File: config.mk
export PLATFORM = sky130hd
export DESIGN_NAME = cpu5_mcycle_datapath_flat
export DESIGN_NICKNAME = d
export VERILOG_FILES = /design/src/rtl/cpu5_mcycle_datapath_if.sv /design/src/rtl/cpu5_mcycle_datapath.sv /design/src/flat_wrapper.sv
export SDC_FILE = /design/constraint.sdc
export NUM_CORES = 2
export LEC_CHECK = 0
export CAP_MARGIN = 20
export CORE_MARGIN = 4
export CORE_UTILIZATION = 45
export DETAILED_ROUTE_END_ITERATION = 6
export PLACE_DENSITY = 0.63
export SLEW_MARGIN = 20
export SYNTH_ARGS = -nofsm -noshare
export SYNTH_HDL_FRONTEND = slang
export SYNTH_SLANG_ARGS = --single-unit
File: constraint.sdc
create_clock -name clk -period 8.5 [get_ports clk]
set_input_delay 1.7 -clock clk [delete_from_list [all_inputs] [get_ports clk]]
set_output_delay 1.7 -clock clk [all_outputs]
set_load 0.01 [all_outputs]
File: src/rtl/cpu5_mcycle_datapath_if.sv
// Bus between the multi-cycle datapath, its instruction decoder and the
// single shared memory port. The datapath is the master side.
interface cpu5_mcycle_datapath_if #(
  parameter int XLEN = 32
);
  // decoder control lines, derived by the decoder from instr
  logic            memtoreg;
  logic            memwrite;
  logic            alusrc;
  logic            regwrite;
  logic            jump;
  logic [2:0]      branchtype;
  logic [3:0]      alucontrol;
  logic [2:0]      immtype;

  // architectural state visible to the decoder / debug
  logic [XLEN-1:0] instr;
  logic [XLEN-1:0] pc;

  // shared memory port, a transfer completes when mem_req && mem_ready
  logic            mem_req;
  logic            mem_we;
  logic [XLEN-1:0] mem_addr;
  logic [XLEN-1:0] mem_wdata;
  logic [XLEN-1:0] mem_rdata;
  logic            mem_ready;

  logic            retire;

  modport master (
    input  memtoreg, memwrite, alusrc, regwrite, jump,
    input  branchtype, alucontrol, immtype,
    input  mem_rdata, mem_ready,
    output instr, pc,
    output mem_req, mem_we, mem_addr, mem_wdata,
    output retire
  );

  modport slave (
    output memtoreg, memwrite, alusrc, regwrite, jump,
    output branchtype, alucontrol, immtype,
    output mem_rdata, mem_ready,
    input  instr, pc,
    input  mem_req, mem_we, mem_addr, mem_wdata,
    input  retire
  );
endinterface

File: src/rtl/cpu5_mcycle_datapath.sv
// Multi-cycle RV-style datapath: FETCH -> DECODE -> EXEC -> (MEM) -> (WB).
// One instruction in flight; instruction fetch and data access share one
// memory port. Immediate extraction assumes XLEN >= 32.
module cpu5_mcycle_datapath #(
  parameter int              XLEN        = 32,
  parameter logic [XLEN-1:0] RESET_PC    = '0,
  parameter int              RFIDX_WIDTH = 5
) (
  input logic                    clk,
  input logic                    reset,
  cpu5_mcycle_datapath_if.master bus
);
  localparam int NREGS = 2 ** RFIDX_WIDTH;
  localparam int SHW   = $clog2(XLEN);

  localparam logic [2:0] S_FETCH  = 3'd0;
  localparam logic [2:0] S_DECODE = 3'd1;
  localparam logic [2:0] S_EXEC   = 3'd2;
  localparam logic [2:0] S_MEM    = 3'd3;
  localparam logic [2:0] S_WB     = 3'd4;

  localparam logic [2:0] BR_NONE = 3'd0;
  localparam logic [2:0] BR_EQ   = 3'd1;
  localparam logic [2:0] BR_NE   = 3'd2;
  localparam logic [2:0] BR_LT   = 3'd3;
  localparam logic [2:0] BR_GE   = 3'd4;
  localparam logic [2:0] BR_LTU  = 3'd5;
  localparam logic [2:0] BR_GEU  = 3'd6;

  localparam logic [3:0] ALU_ADD   = 4'd0;
  localparam logic [3:0] ALU_SUB   = 4'd1;
  localparam logic [3:0] ALU_AND   = 4'd2;
  localparam logic [3:0] ALU_OR    = 4'd3;
  localparam logic [3:0] ALU_XOR   = 4'd4;
  localparam logic [3:0] ALU_SLT   = 4'd5;
  localparam logic [3:0] ALU_SLTU  = 4'd6;
  localparam logic [3:0] ALU_SLL   = 4'd7;
  localparam logic [3:0] ALU_SRL   = 4'd8;
  localparam logic [3:0] ALU_SRA   = 4'd9;
  localparam logic [3:0] ALU_PASSB = 4'd10;

  localparam logic [2:0] IMM_I = 3'd0;
  localparam logic [2:0] IMM_S = 3'd1;
  localparam logic [2:0] IMM_B = 3'd2;
  localparam logic [2:0] IMM_U = 3'd3;
  localparam logic [2:0] IMM_J = 3'd4;

  logic [2:0]             state;
  logic [XLEN-1:0]        pc_reg;
  logic [XLEN-1:0]        ir;
  logic [XLEN-1:0]        a_reg;
  logic [XLEN-1:0]        b_reg;
  logic [XLEN-1:0]        imm_reg;
  logic [XLEN-1:0]        aluout;
  logic [XLEN-1:0]        mdr;
  logic                   zero;
  logic [XLEN-1:0]        rf [NREGS];

  logic [RFIDX_WIDTH-1:0] rs1;
  logic [RFIDX_WIDTH-1:0] rs2;
  logic [RFIDX_WIDTH-1:0] rd;
  logic signed [31:0]     imm32;
  logic [XLEN-1:0]        imm_ext;
  logic [XLEN-1:0]        opb;
  logic [SHW-1:0]         shamt;
  logic [XLEN-1:0]        alu_result;
  logic [XLEN-1:0]        pc_plus4;
  logic [XLEN-1:0]        wb_data;
  logic                   taken;

  assign rs1      = ir[15 +: RFIDX_WIDTH];
  assign rs2      = ir[20 +: RFIDX_WIDTH];
  assign rd       = ir[7 +: RFIDX_WIDTH];
  assign pc_plus4 = pc_reg + XLEN'(4);
  assign opb      = bus.alusrc ? imm_reg : b_reg;
  assign shamt    = opb[SHW-1:0];
  assign imm_ext  = XLEN'(imm32);

  // Immediate extraction; the B form is the halfword offset, scaled at use
  always_comb begin
    imm32 = '0;
    case (bus.immtype)
      IMM_I:   imm32 = {{20{ir[31]}}, ir[31:20]};
      IMM_S:   imm32 = {{20{ir[31]}}, ir[31:25], ir[11:7]};
      IMM_B:   imm32 = {{20{ir[31]}}, ir[31], ir[7], ir[30:25], ir[11:8]};
      IMM_U:   imm32 = {ir[31:12], 12'b0};
      IMM_J:   imm32 = {{11{ir[31]}}, ir[31], ir[19:12], ir[20], ir[30:21], 1'b0};
      default: imm32 = '0;
    endcase
  end

  // ALU on the latched operands
  always_comb begin
    alu_result = '0;
    case (bus.alucontrol)
      ALU_ADD:   alu_result = a_reg + opb;
      ALU_SUB:   alu_result = a_reg - opb;
      ALU_AND:   alu_result = a_reg & opb;
      ALU_OR:    alu_result = a_reg | opb;
      ALU_XOR:   alu_result = a_reg ^ opb;
      ALU_SLT:   alu_result = {{(XLEN-1){1'b0}}, ($signed(a_reg) < $signed(opb))};
      ALU_SLTU:  alu_result = {{(XLEN-1){1'b0}}, (a_reg < opb)};
      ALU_SLL:   alu_result = a_reg << shamt;
      ALU_SRL:   alu_result = a_reg >> shamt;
      ALU_SRA:   alu_result = $unsigned($signed(a_reg) >>> shamt);
      ALU_PASSB: alu_result = opb;
      default:   alu_result = '0;
    endcase
  end

  // Branch decision compares the two register operands directly
  always_comb begin
    taken = 1'b0;
    case (bus.branchtype)
      BR_EQ:   taken = (a_reg == b_reg);
      BR_NE:   taken = (a_reg != b_reg);
      BR_LT:   taken = ($signed(a_reg) < $signed(b_reg));
      BR_GE:   taken = ($signed(a_reg) >= $signed(b_reg));
      BR_LTU:  taken = (a_reg < b_reg);
      BR_GEU:  taken = (a_reg >= b_reg);
      default: taken = 1'b0;
    endcase
  end

  // Write-back source: link address, loaded data or ALU result
  always_comb begin
    wb_data = aluout;
    if (bus.jump) begin
      wb_data = pc_plus4;
    end else if (bus.memtoreg) begin
      wb_data = mdr;
    end
  end

  assign bus.instr     = ir;
  assign bus.pc        = pc_reg;
  assign bus.mem_req   = (state == S_FETCH) || (state == S_MEM);
  assign bus.mem_we    = (state == S_MEM) && bus.memwrite;
  assign bus.mem_addr  = (state == S_MEM) ? aluout : pc_reg;
  assign bus.mem_wdata = b_reg;
  assign bus.retire    = ((state == S_EXEC) && (bus.branchtype != BR_NONE)) ||
                         ((state == S_MEM) && bus.memwrite && bus.mem_ready) ||
                         (state == S_WB);

  // Main sequencer and datapath registers; each register moves only in its own state
  always_ff @(posedge clk) begin
    if (reset) begin
      state   <= S_FETCH;
      pc_reg  <= RESET_PC;
      ir      <= '0;
      a_reg   <= '0;
      b_reg   <= '0;
      imm_reg <= '0;
      aluout  <= '0;
      mdr     <= '0;
      zero    <= 1'b0;
    end else begin
      case (state)
        S_FETCH: begin
          if (bus.mem_ready) begin
            ir    <= bus.mem_rdata;
            state <= S_DECODE;
          end
        end
        S_DECODE: begin
          a_reg   <= rf[rs1];
          b_reg   <= rf[rs2];
          imm_reg <= imm_ext;
          state   <= S_EXEC;
        end
        S_EXEC: begin
          aluout <= alu_result;
          zero   <= (alu_result == '0);
          if (bus.branchtype != BR_NONE) begin
            pc_reg <= taken ? (pc_reg + (imm_reg << 1)) : pc_plus4;
            state  <= S_FETCH;
          end else if (bus.memtoreg || bus.memwrite) begin
            state <= S_MEM;
          end else begin
            state <= S_WB;
          end
        end
        S_MEM: begin
          if (bus.mem_ready) begin
            if (bus.memwrite) begin
              pc_reg <= pc_plus4;
              state  <= S_FETCH;
            end else begin
              mdr   <= bus.mem_rdata;
              state <= S_WB;
            end
          end
        end
        S_WB: begin
          pc_reg <= bus.jump ? aluout : pc_plus4;
          state  <= S_FETCH;
        end
        default: state <= S_FETCH;
      endcase
    end
  end

  // Register file; x0 is never written so it always reads zero
  always_ff @(posedge clk) begin
    if (reset) begin
      for (int i = 0; i < NREGS; i++) begin
        rf[i] <= '0;
      end
    end else if ((state == S_WB) && bus.regwrite && (rd != '0)) begin
      rf[rd] <= wb_data;
    end
  end
endmodule

File: src/flat_wrapper.sv
// flat-port wrapper written by rule: the top's interface ports become plain ports
module cpu5_mcycle_datapath_flat 
#(
  parameter int              XLEN        = 32,
  parameter logic [XLEN-1:0] RESET_PC    = '0,
  parameter int              RFIDX_WIDTH = 5
)
  (clk, reset, bus_memtoreg, bus_memwrite, bus_alusrc, bus_regwrite, bus_jump, bus_branchtype, bus_alucontrol, bus_immtype, bus_mem_rdata, bus_mem_ready, bus_instr, bus_pc, bus_mem_req, bus_mem_we, bus_mem_addr, bus_mem_wdata, bus_retire);
  cpu5_mcycle_datapath_if #(.XLEN(XLEN)) bus_i ();
  input logic clk;
  input logic reset;
  input wire logic [$bits(bus_i.memtoreg)-1:0] bus_memtoreg;
  input wire logic [$bits(bus_i.memwrite)-1:0] bus_memwrite;
  input wire logic [$bits(bus_i.alusrc)-1:0] bus_alusrc;
  input wire logic [$bits(bus_i.regwrite)-1:0] bus_regwrite;
  input wire logic [$bits(bus_i.jump)-1:0] bus_jump;
  input wire logic [$bits(bus_i.branchtype)-1:0] bus_branchtype;
  input wire logic [$bits(bus_i.alucontrol)-1:0] bus_alucontrol;
  input wire logic [$bits(bus_i.immtype)-1:0] bus_immtype;
  input wire logic [$bits(bus_i.mem_rdata)-1:0] bus_mem_rdata;
  input wire logic [$bits(bus_i.mem_ready)-1:0] bus_mem_ready;
  output wire logic [$bits(bus_i.instr)-1:0] bus_instr;
  output wire logic [$bits(bus_i.pc)-1:0] bus_pc;
  output wire logic [$bits(bus_i.mem_req)-1:0] bus_mem_req;
  output wire logic [$bits(bus_i.mem_we)-1:0] bus_mem_we;
  output wire logic [$bits(bus_i.mem_addr)-1:0] bus_mem_addr;
  output wire logic [$bits(bus_i.mem_wdata)-1:0] bus_mem_wdata;
  output wire logic [$bits(bus_i.retire)-1:0] bus_retire;
  assign bus_i.memtoreg = bus_memtoreg;
  assign bus_i.memwrite = bus_memwrite;
  assign bus_i.alusrc = bus_alusrc;
  assign bus_i.regwrite = bus_regwrite;
  assign bus_i.jump = bus_jump;
  assign bus_i.branchtype = bus_branchtype;
  assign bus_i.alucontrol = bus_alucontrol;
  assign bus_i.immtype = bus_immtype;
  assign bus_i.mem_rdata = bus_mem_rdata;
  assign bus_i.mem_ready = bus_mem_ready;
  assign bus_instr = bus_i.instr;
  assign bus_pc = bus_i.pc;
  assign bus_mem_req = bus_i.mem_req;
  assign bus_mem_we = bus_i.mem_we;
  assign bus_mem_addr = bus_i.mem_addr;
  assign bus_mem_wdata = bus_i.mem_wdata;
  assign bus_retire = bus_i.retire;
  cpu5_mcycle_datapath #(.XLEN(XLEN), .RESET_PC(RESET_PC), .RFIDX_WIDTH(RFIDX_WIDTH)) u_core (.clk(clk), .reset(reset), .bus(bus_i));
endmodule
==> reports/metrics.yaml <==
ir_worst_vdd_mv: 0.222
r2r_end: "u_core.bus.pc[31]"
clock-sinks: 1251
largest_reg_flops: 1024
ys_seq_area_share_pct: 48.2
syn_area_per_cell_um2: 11.8
cts_max_level: 4
avgViaCountPerCell: 6.69
endpoint_kind: "flop"
postSynthCellCount: 6232
cts_hold_buf: 0
setup_violations: 0
whs_ns: 0.458
worst_pin_slew_ns: 1.19
fin_util_pct: 51.1
clockBufferDepth: 3
cts_setup_buffers: 0
maxSlewViolCount: 0
numCtsBuffers: 141
fin_worst_skew_ns: 0.0559
comb_power_share_pct: 17.7
postRouteAntennaNets: 0
synthAdderAreaFrac_pct: 2.82
cts_tree: "yes"
ctsResizeCount: 0
p_int_mw: 11.4
endpoint: "u_core.aluout[31]"
synth_seq_cells: 1251
clock_latency_ns: 0.79
slew_headroom_pct: 21.0
fmax_mhz: 169
cp.required_ns: 9.19
p_seq_share_pct: 44.3
cp_max_fo: 16
sw_frac_of_total_pct: 29.1
grt_max_degree: 111
startpoint_type: "primary input"
nNetsFinal: 6435
synthMuxAreaShare_pct: 23.6
tns_ns: 0
crit_arrival_ns: 6.59
synth_cell_types: 95
grt_use_total_pct: 33.7
drc: 0
start_util_pct: 45.5
vias: 56923
die_h_um: 411
regMostFlops: "u_core.rf"
synth_xor_area_share_pct: 0.741
rsz0062_at_grt: "no"
synth_compound_gate_area_share_pct: 8.73
coreArea_mm2: 0.161
wl_mm: 289
die_w_um: 411
gr-total-overflow: 0
synth_top_family_by_area: "multiplexers"
synth_edf_count: 1024
yosysWarnings: 0
min_path_type: "reg -> reg"
rows: 147
finalCritPeriodShare_pct: 69.4
antenna_found_initial: 19
first_global_vias: 55190
r2r-start: "u_core.bus.mem_wdata[15]"
status: "finished clean"
pwr-share-clk_pct: 38.0
dp_hpwl_mm: 192
port_buffers: 180
synth-simple-area-share_pct: 12.2
drv_cap: 0
p_switching_mw: 4.67
powerDensity_mw_per_mm2: 194
final_layout_size_suffix_gt1_share_pct: 19.5
io_pins: 181
clk_pin_slew_ns: 0.06
firstDrtPassIters: 6
grt_pass1_wl_mm: 409
die-area_mm2: 0.169
crit_type: "in -> reg"
wl_per_cell_um: 34.0
rr_worst_depth: 11
cts_root_buffer: "clkbuf_16"
ys_async_sr_fraction_pct: 0
startpoint: "bus_alusrc"
period_minus_slack_ns: 5.90
synth-main-ff-cell: "edfxtp_1"
leakage_nw: 27.6
rrSetupSlack_ns: 2.81
gp_congestion: 1.03
syn_area_mm2: 0.0732
drt_iter0_markers: 8838
timing_hold_violations_final: 0
area_growth_pct: 12.5
## critical path, stage by stage
cell and delay [ns]:
buf_2 0.47, nand2_1 0.09, o21ai_0 0.19, inv_1 0.13, ha_1 0.58, inv_1 0.17
a2111oi_0 0.57, nand2_1 0.22, a221oi_2 0.34, nor2_1 0.07, nor3b_1 0.71, o31ai_1 0.33
o41ai_1 0.40, or3b_1 0.39, a32oi_1 0.19
## through the flow
stage	area [µm²]	total power [mW]	cells	worst slack, ns
finish	82400	16.0	8506	2.60
global route	82400	16.5	8499	2.37
CTS	82400	16.0	8495	2.80
detailed placement	77800	9.98	8238	2.04
global placement	77800	9.95	8237	2.08
floorplan	73400	8.84	6263	2.78
## worst min-delay path by stage
stage                        start                  end  slack [ns]  cells after the start
6_report       u_core.bus.instr[0]  u_core.bus.instr[0]        0.46                      2
3_5_place_dp        u_core.mdr[20]       u_core.mdr[20]        0.45                      2
4_1_cts             u_core.mdr[20]       u_core.mdr[20]        0.45                      2
3_3_place_gp   u_core.bus.instr[0]  u_core.bus.instr[0]        0.44                      2
5_1_grt        u_core.bus.instr[1]  u_core.bus.instr[1]        0.47                      2
2_1_floorplan       u_core.mdr[21]       u_core.mdr[21]        0.43                      2
## cells in the final DEF, fill, tap and decap left out, types with 114 or more instances in the layout
| master | instances |
|---|---|
| a211oi_1 | 114 |
| a21oi_1 | 254 |
| buf_4 | 206 |
| clkbuf_16 | 145 |
| clkdlybuf4s50_1 | 176 |
| dfxtp_1 | 217 |
| edfxtp_1 | 1024 |
| ha_1 | 160 |
| inv_1 | 137 |
| mux2i_1 | 227 |
| mux4_2 | 658 |
| nand2_1 | 465 |
| nor2_1 | 1322 |
| o21ai_0 | 179 |
## cells in the mapped netlist (31+ instances only)
| cell | instances | area share [%] |
|---|---|---|
| nor2_1 | 1323 | 6.8 |
| edfxtp_1 | 1024 | 42 |
| mux4_2 | 658 | 20 |
| nand2_1 | 496 | 2.5 |
| clkbuf_1 | 478 | 2.4 |
| a21oi_1 | 283 | 1.9 |
| mux2i_1 | 229 | 3.1 |
| dfxtp_1 | 227 | 6.2 |
| o21ai_0 | 182 | 1.2 |
| ha_1 | 160 | 2.7 |
| inv_1 | 137 | 0.70 |
| a211oi_1 | 114 | 1.2 |
| nor3_1 | 79 | 0.54 |
| buf_1 | 74 | 0.38 |
| nand3_1 | 55 | 0.38 |
| a221oi_1 | 51 | 0.61 |
| nand2b_1 | 50 | 0.43 |
| a21o_1 | 47 | 0.48 |
| xnor2_1 | 44 | 0.53 |
| o211ai_1 | 35 | 0.36 |
| and3_1 | 33 | 0.28 |
| a31oi_1 | 31 | 0.26 |
## area by class of cell
cell class	instances	area (µm²)
multi-input combinational	4292	35700
antenna	10	25.0
clock buffer	182	3830
inverter	141	529
tap	2160	2700
fill	14130	78700
sequential	1251	35300
clock inverter	75	722
timing repair buffer	395	3560
## kinds of logic (layout without fill, tap and decap cells)
kind of cell,after synthesis,count (layout)
buffers and inverters,720,793
adder cells (fa/ha/maj),163,163
other,1,42
AO/OA/AOI/OAI,974,974
flip-flops,1251,1251
AND/OR/NAND/NOR,2162,2162
multiplexers,899,899
XOR/XNOR,62,62
## power by group through the flow
stage,combinational (mW),sequential [mW],clock [mW]
floorplan,1.74,7.09,0
global placement,2.75,7.20,0
detailed placement,2.76,7.22,0
CTS,2.77,7.09,6.13
global route,2.96,7.12,6.41
finish,2.84,7.10,6.08
## routing by layer
metal / vias up / wire (µm) / GRT usage (%)
met5: - / 96 / 0
met4: 14 / 17300 / 16.5
met3: 736 / 34200 / 8.85
met2: 3860 / 131000 / 52.2
met1: 28869 / 106000 / 44.2
li1: 23444 / - / -
(Power assumes the default switching activity.)
